### config.mk
export PLATFORM = sky130hd
export DESIGN_NAME = xor_fold_pipe_flat
export DESIGN_NICKNAME = d
export VERILOG_FILES = /design/src/rtl/xor_fold_pipe_if.sv /design/src/rtl/xor_fold_pipe.sv /design/src/flat_wrapper.sv
export SDC_FILE = /design/constraint.sdc
export NUM_CORES = 1
export LEC_CHECK = 0
export CORE_UTILIZATION = 34
export DETAILED_ROUTE_END_ITERATION = 10
export PLACE_DENSITY = 0.7
export REMOVE_ABC_BUFFERS = 1
export SYNTH_ARGS = -nofsm -noshare
export SYNTH_HDL_FRONTEND = slang
export SYNTH_SLANG_ARGS = --single-unit
### constraint.sdc
create_clock -name clk -period 1.8 [get_ports clk]
set_input_delay 0.36 -clock clk [delete_from_list [all_inputs] [get_ports clk]]
set_output_delay 0.36 -clock clk [all_outputs]
set_load 0.01 [all_outputs]
### src/rtl/xor_fold_pipe_if.sv
// Handshake bundle for xor_fold_pipe: input beat stream and folded output stream.
// Optional parity output present only when XOR_FOLD_PARITY_EN is defined.
interface xor_fold_pipe_if #(
    parameter int DW   = 32,
    parameter int FOLD = 2,
    parameter int NCH  = 2
);
    localparam int OW = DW / FOLD;

    logic                mode;
    logic                in_valid;
    logic                in_ready;
    logic                in_last;
    logic [NCH*DW-1:0]   in_data;
    logic                out_valid;
    logic                out_ready;
    logic [NCH*OW-1:0]   out_data;
    logic [7:0]          out_cnt;
`ifdef XOR_FOLD_PARITY_EN
    logic [NCH-1:0]      out_par;
`endif

    modport master (
        output mode, in_valid, in_last, in_data, out_ready,
`ifdef XOR_FOLD_PARITY_EN
        input  out_par,
`endif
        input  in_ready, out_valid, out_data, out_cnt
    );

    modport slave (
        input  mode, in_valid, in_last, in_data, out_ready,
`ifdef XOR_FOLD_PARITY_EN
        output out_par,
`endif
        output in_ready, out_valid, out_data, out_cnt
    );
endinterface

### src/rtl/xor_fold_pipe.sv
// Multi-channel XOR word folder with per-beat or per-packet accumulation and a
// single output register. Macro XOR_FOLD_PARITY_EN adds per-channel output parity.
module xor_fold_pipe #(
    parameter int DW   = 32,
    parameter int FOLD = 2,
    parameter int NCH  = 2
) (
    input  logic               clk,
    input  logic               rst_n,
    xor_fold_pipe_if.slave     bus
);
    localparam int OW = DW / FOLD;

    typedef enum logic [0:0] {
        ST_IDLE  = 1'b0,
        ST_ACCUM = 1'b1
    } state_t;

    function automatic logic [OW-1:0] fold_word(input logic [DW-1:0] w);
        logic [OW-1:0] acc;
        acc = '0;
        for (int k = 0; k < FOLD; k++) begin
            acc = acc ^ w[k*OW +: OW];
        end
        return acc;
    endfunction

    function automatic logic parity_word(input logic [OW-1:0] w);
        return ^w;
    endfunction

    state_t              r_state;
    logic [NCH*OW-1:0]   r_acc;
    logic [7:0]          r_cnt;
    logic                r_out_valid;
    logic [NCH*OW-1:0]   r_out_data;
    logic [7:0]          r_out_cnt;

    logic [NCH*OW-1:0]   w_fold;
    logic [NCH*OW-1:0]   w_final;
    logic [7:0]          w_cnt_inc;
    logic                w_in_ready;
    logic                w_accept;
    logic                w_acc_mode;

    // Fold every channel of the incoming beat into its output-width word.
    always_comb begin
        w_fold = '0;
        for (int c = 0; c < NCH; c++) begin
            w_fold[c*OW +: OW] = fold_word(bus.in_data[c*DW +: DW]);
        end
    end

    assign w_in_ready = !r_out_valid || bus.out_ready;
    assign w_accept   = bus.in_valid && w_in_ready;
    // Once a packet is open, it finishes in accumulate mode whatever mode says.
    assign w_acc_mode = (r_state == ST_ACCUM) || bus.mode;
    assign w_cnt_inc  = (r_cnt == 8'd255) ? 8'd255 : (r_cnt + 8'd1);
    assign w_final    = r_acc ^ w_fold;

    // Packet FSM, accumulator and output register.
    always_ff @(posedge clk or negedge rst_n) begin
        if (!rst_n) begin
            r_state     <= ST_IDLE;
            r_acc       <= '0;
            r_cnt       <= 8'd0;
            r_out_valid <= 1'b0;
            r_out_data  <= '0;
            r_out_cnt   <= 8'd0;
        end else begin
            if (r_out_valid && bus.out_ready) begin
                r_out_valid <= 1'b0;
            end
            if (w_accept) begin
                if (!w_acc_mode) begin
                    r_out_valid <= 1'b1;
                    r_out_data  <= w_fold;
                    r_out_cnt   <= 8'd1;
                end else if (bus.in_last) begin
                    r_out_valid <= 1'b1;
                    r_out_data  <= w_final;
                    r_out_cnt   <= w_cnt_inc;
                    r_acc       <= '0;
                    r_cnt       <= 8'd0;
                    r_state     <= ST_IDLE;
                end else begin
                    r_acc       <= w_final;
                    r_cnt       <= w_cnt_inc;
                    r_state     <= ST_ACCUM;
                end
            end
        end
    end

    assign bus.in_ready  = w_in_ready;
    assign bus.out_valid = r_out_valid;
    assign bus.out_data  = r_out_data;
    assign bus.out_cnt   = r_out_cnt;

`ifdef XOR_FOLD_PARITY_EN
    logic [NCH-1:0] r_out_par;
    logic [NCH-1:0] w_par_next;
    logic           w_load;

    assign w_load = w_accept && (!w_acc_mode || bus.in_last);

    // Parity of each channel of the value about to be loaded.
    always_comb begin
        w_par_next = '0;
        for (int c = 0; c < NCH; c++) begin
            if (w_acc_mode) begin
                w_par_next[c] = parity_word(w_final[c*OW +: OW]);
            end else begin
                w_par_next[c] = parity_word(w_fold[c*OW +: OW]);
            end
        end
    end

    // Parity register loads in lockstep with the output data register.
    always_ff @(posedge clk or negedge rst_n) begin
        if (!rst_n) begin
            r_out_par <= '0;
        end else if (w_load) begin
            r_out_par <= w_par_next;
        end
    end

    assign bus.out_par = r_out_par;
`endif
endmodule

### src/flat_wrapper.sv
// flat-port wrapper written by rule: the top's interface ports become plain ports
module xor_fold_pipe_flat 
#(
    parameter int DW   = 32,
    parameter int FOLD = 2,
    parameter int NCH  = 2
)
  (clk, rst_n, bus_mode, bus_in_valid, bus_in_last, bus_in_data, bus_out_ready, bus_in_ready, bus_out_valid, bus_out_data, bus_out_cnt);
  xor_fold_pipe_if #(.DW(DW), .FOLD(FOLD), .NCH(NCH)) bus_i ();
  input  logic clk;
  input  logic rst_n;
  input wire logic [$bits(bus_i.mode)-1:0] bus_mode;
  input wire logic [$bits(bus_i.in_valid)-1:0] bus_in_valid;
  input wire logic [$bits(bus_i.in_last)-1:0] bus_in_last;
  input wire logic [$bits(bus_i.in_data)-1:0] bus_in_data;
  input wire logic [$bits(bus_i.out_ready)-1:0] bus_out_ready;
  output wire logic [$bits(bus_i.in_ready)-1:0] bus_in_ready;
  output wire logic [$bits(bus_i.out_valid)-1:0] bus_out_valid;
  output wire logic [$bits(bus_i.out_data)-1:0] bus_out_data;
  output wire logic [$bits(bus_i.out_cnt)-1:0] bus_out_cnt;
  assign bus_i.mode = bus_mode;
  assign bus_i.in_valid = bus_in_valid;
  assign bus_i.in_last = bus_in_last;
  assign bus_i.in_data = bus_in_data;
  assign bus_i.out_ready = bus_out_ready;
  assign bus_in_ready = bus_i.in_ready;
  assign bus_out_valid = bus_i.out_valid;
  assign bus_out_data = bus_i.out_data;
  assign bus_out_cnt = bus_i.out_cnt;
  xor_fold_pipe #(.DW(DW), .FOLD(FOLD), .NCH(NCH)) u_core (.clk(clk), .rst_n(rst_n), .bus(bus_i));
endmodule
After elaboration in Yosys (flattened, before gate mapping)

Index checks and enable logic that the tools add are counted.

Register bits after elaboration: 82
Bits of input ports: 70
Output and inout port bits: 42
Word-level logic and storage cells: 31

$add $sub $neg: 1
Equality and inequality tests: 2
Muxes and demuxes: 12
Bitwise logic cells: 3
Reductions and logical operators: 7

Operators with widths:

| operator                                      | number |
|---|---|
| 2-to-1 mux 32 bit                             | 3 |
| 2-to-1 mux 8 bit                              | 4 |
| XOR 16 bit                                    | 2 |
| XOR 32 bit                                    | 1 |
| adder 8 x 1 -> 8 bit (second input constant)  | 1 |
| equality test 8 bit (second input constant)   | 1 |
| 2-to-1 mux 1 bit                              | 5 |
| AND reduction 2 bit                           | 2 |
| logical AND 1 bit                             | 2 |
| logical OR 1 bit                              | 2 |
| inequality test 2 bit (second input constant) | 1 |
| zero test 1 bit                               | 1 |

Longest topological paths before layout

Word-level depth: 5
Mapped depth: 7
Gate-level depth less buffers: 5

Worst setup path after synthesis

OpenSTA, ideal clock, no wires.

Path kind: flip-flop to flip-flop
From: register u_core.r_cnt[0]
To: register u_core.r_cnt[2]
Library setup time: 0.077 ns
Arrival time: 1.564 ns
Required time: 1.723 ns
Path slack: 0.159 ns
Cell stages (with the launch flop): 7
Path buffers: 1
Period minus slack after synthesis: 1.641 ns
Path through: dfrtp_1 -> ha_1 -> nand2_1 -> or3_4 -> buf_6 -> a31o_1 -> a21oi_1

Word-level cells in the longest chain between the ends: 3
Elaborated cells on any way between the ends: 4
Those cells by class: add/sub: 1; eq/ne: 1; mux: 2

Ends and longest elaborated chain:

| element                                                            | line                | source |
|---|---|---|
| from (decl)                                                        | xor_fold_pipe.sv:34 | `logic [7:0] r_cnt;` |
| from (signal assigned)                                             | xor_fold_pipe.sv:88 | `r_cnt <= w_cnt_inc;` |
| adder 8 x 1 -> 8 bit / equality test 8 bit (equally long branches) | xor_fold_pipe.sv:58 | `assign w_cnt_inc = (r_cnt == 8'd255) ? 8'd255 : (r_cnt + 8'd1);` |
| 2-to-1 mux 8 bit (*)                                               | xor_fold_pipe.sv:58 |  |
| 2-to-1 mux 8 bit (*)                                               | xor_fold_pipe.sv:79 | `end else if (bus.in_last) begin` |

Every way passes the cells marked *; elsewhere a longest branch is shown, timed or not.
A chain may end at the register's enable or synchronous reset.

Final worst setup path

From: register u_core.r_cnt[0]
To: register u_core.r_out_cnt[2] (netlist: u_core.bus.out_cnt[2])

Word-level cells in the longest chain between the ends: 4
Elaborated cells on any way between the ends: 5
Those cells by class: add/sub: 1; eq/ne: 1; mux: 3

Ends and longest elaborated chain:

| element                                                            | line                | source |
|---|---|---|
| adder 8 x 1 -> 8 bit / equality test 8 bit (equally long branches) | xor_fold_pipe.sv:58 |  |
| 2-to-1 mux 8 bit (*)                                               | xor_fold_pipe.sv:58 |  |
| 2-to-1 mux 8 bit (*)                                               | xor_fold_pipe.sv:79 |  |
| 2-to-1 mux 8 bit (*)                                               | xor_fold_pipe.sv:75 | `if (!w_acc_mode) begin` |
| to (signal assigned)                                               | xor_fold_pipe.sv:82 | `r_out_cnt <= w_cnt_inc;` |
| to (decl)                                                          | xor_fold_pipe.sv:37 | `logic [7:0] r_out_cnt;` |

Every way passes the cells marked *; elsewhere a longest branch is shown, timed or not. The select of a mux whose other input is x is not followed.

==> flow_summary.yaml <==
logic_synthesis:
  post-synth-top-area-cell: "dfrtp_1"
  synthTopCellsByArea: "dfrtp_1 (47%), xnor2_1 (14%), nand2_1 (9.2%)"
  syn_inst: 503
  yosysUniqueCellTypes: 34
  ys_top_cells_by_count: "nand2_1 (107), dfrtp_1 (82), o21ai_0 (69)"
  synth_edf_count: 0
  yosys_warnings: 0
  synth_top_area_share: 0.472
  yosysSeqAreaShare: 0.472
  yosysMostFrequentCell: "nand2_1"
  synthFlopType: "dfrtp_1"
  syn_area_um2: 4340
  ys_ff_latch: 82
  async_flop_share: 1.00
  syn_area_per_cell_um2: 8.64
place:
  placed_cells: 780
  portBuffers: 111
  dp_hpwl_mm: 7.37
  place_congestion: 0.769
  placed_area_um2: 5820
grt:
  antenna_found_initial: 0
  track_usage: 0.161
  grt_first_pass_wirelength_mm: 16.7
  overflow: 0
  grt_pass1_vias: 3535
  grt_max_degree: 49
finish:
  syn_to_final_growth_pct: 41.0
  final_area_um2: 6130
  drive_gt1_frac: 0.0731
  layout.nets: 695
  final_cells: 797
  num_antenna_cells: 0
  fillers: 1165
timing:
  slew_viol_final: 0
  tightest_slew_ns: 0.419
  rsz0062_at_grt: "false"
  skew_ns: 0.00897
  hold_viol: 0
  post-route-period-util: 0.956
  fmax_ghz: 0.581
  hold_ws_ns: 0.396
  slew-limit-headroom: 0.719
  setup_viol: 0
  finalCriticalPeriod_ns: 1.72
setup_path:
  crit_chain: "ha_1 -> nand2_1 -> or3_4 -> a211oi_1 -> a21o_1"
  cp_data_required_time_ns: 2.08
  timing.critical_path.buf_inv: 0
  cp_slowest_cell: "or3_4"
  crit_family: "simple AND/OR/NAND/NOR gates"
  critPathMaxFanout: 11
  startpoint_type: "register"
  crit_path_end_kind: "register"
  crit_start: "u_core.r_cnt[0]"
  cp.arrival_ns: 2.00
  path_class: "reg2reg"
  slowest_delay_ns: 0.48
  reg2regPathDepth: 5
  r2r_end: "u_core.bus.out_cnt[2]"
  regToRegSetupSlack_ns: 0.08
  r2r-start: "u_core.r_cnt[0]"
clocking:
  cts_buffers: 9
  insertion_delay_ns: 0.33
  cts_tree: "yes"
  cts-root-buf: "clkbuf_16"
  clockBufferDepth: 2
  clkTransAtPathRegs_ns: 0.06
  cts_sinks: 82
  cts_setup_buffers: 0
  htreeDepth: 3
power:
  power_density_nw_per_um2: 1220
  ir_drop_v: 0.000398
  p_leak_uw: 0.00255
floorplanning:
  io_pins: 112
  die_w_um: 115
  dieArea_um2: 13200
  coreArea_um2: 12200
  start_util: 0.356
  fp-row-count: 40
  die_y_um: 115
job:
  drv_cap: 0
route:
  ant_nets: 0
  first_pass_iters: 4
  drc: 0
  dr_total_vias: 3799
  finalWirelength_mm: 10.1
  wire_per_inst_um: 12.6
  vias_per_cell: 4.77
  drtIter0Drc: 136
status:
  status: "complete, no violations"
worst_hold_path:
  hp-class: "in2async"
==> how the worst max path moves through the flow <==
stage	cells after the start	end
global placement	6	u_core.r_cnt[4]
CTS	5	u_core.bus.out_cnt[2]
detailed placement	6	u_core.r_cnt[4]
floorplan	3	u_core.bus.out_data[0]
finish	5	u_core.bus.out_cnt[2]
global route	5	u_core.bus.out_cnt[2]
==> area by class of cell <==
| cell class | instances | area [µm²] | area share |
|---|---|---|---|
| Tap cell | 168 | 210 | 0.0343 |
| Sequential cell | 82 | 2050 | 0.335 |
| Clock inverter | 4 | 51.3 | 0.00837 |
| Clock buffer | 12 | 246 | 0.0402 |
| Timing Repair Buffer | 137 | 1390 | 0.227 |
| Multi-Input combinational cell | 393 | 2170 | 0.354 |
| Inverter | 1 | 3.75 | 0.000613 |
==> cell families after synthesis <==
logic type	synth area share
DFF	0.472
AOI/OAI and AO/OA	0.164
adders and majority gates	0.00288
and+or+nand+nor	0.196
buffers and inverters	0.0294
xor gates and xnor gates	0.135
==> flip-flops by register name, indices dropped and copies added, names as in the netlist <==
| name | cells |
|---|---|
| u_core.bus.out_data | 32 |
| u_core.r_acc | 32 |
| u_core.bus.out_cnt | 8 |
| u_core.r_cnt | 8 |
| u_core.bus.out_valid | 1 |
| u_core.r_state | 1 |
==> metrics by stage <==
| stage | setup slack, ns | setup TNS [ns] | utilization | power, µW |
|---|---|---|---|---|
| finish | 0.0784 | 0 | 0.502 | 7490 |
| global route | 0.0548 | 0 | 0.502 | 8050 |
| CTS | 0.124 | 0 | 0.502 | 7570 |
| detailed placement | -0.126 | -4.95 | 0.477 | 5700 |
| global placement | -0.122 | -2.81 | 0.477 | 5590 |
| floorplan | -1.42 | -61.71 | - | 4360 |
==> cell usage in the layout (no fill, tap or decap), types with 2 or more instances in the layout <==
master           netlist  layout
a22o_1                 3       3
dfrtp_1               82      82
a31oi_1                3       3
buf_4                  0      19
o21ai_0               69      69
a21oi_1               43      43
and2_1                32      32
clkbuf_1              19       2
o22a_1                 3       3
xnor2_1               67      67
nand2_1              107     107
nor2_1                40      40
o31ai_1                2       2
clkdlybuf4s50_1        0     109
clkbuf_16              0       9
nand3_1                6       5
buf_12                 0       7
==> power by group <==
part	leakage (µW)	total, µW	internal, µW	switching (µW)
registers	0.00104	2980	2490	494
logic	0.00137	2670	1490	1180
clock network	0.000143	1840	1110	723
total	0.00255	7490	5090	2390
==> layer usage <==
metal | wire length, µm | share of wire | global-route usage
met1 | 4450 | 0.44 | 0.190
met4 | 200 | 0.020 | 0.0641
met3 | 448 | 0.044 | 0.0311
met5 | 0 | 0 | 0
met2 | 4980 | 0.49 | 0.286
==> worst reg2reg max path: cells and delay by family, from the launching register on <==
| kind | cells | cell delay, ns |
|---|---|---|
| compound gates | 2 | 0.47 |
| fa+ha+maj | 1 | 0.19 |
| flops | 1 | 0.41 |
| simple gates | 2 | 0.59 |
==> timing repair <==
item                                    CTS  global route
hold buffers                              1             0
endpoints found under the setup margin    1             0
resized for setup                         1             0
hold endpoints to repair                  7             0
(Power assumes the default switching activity.)
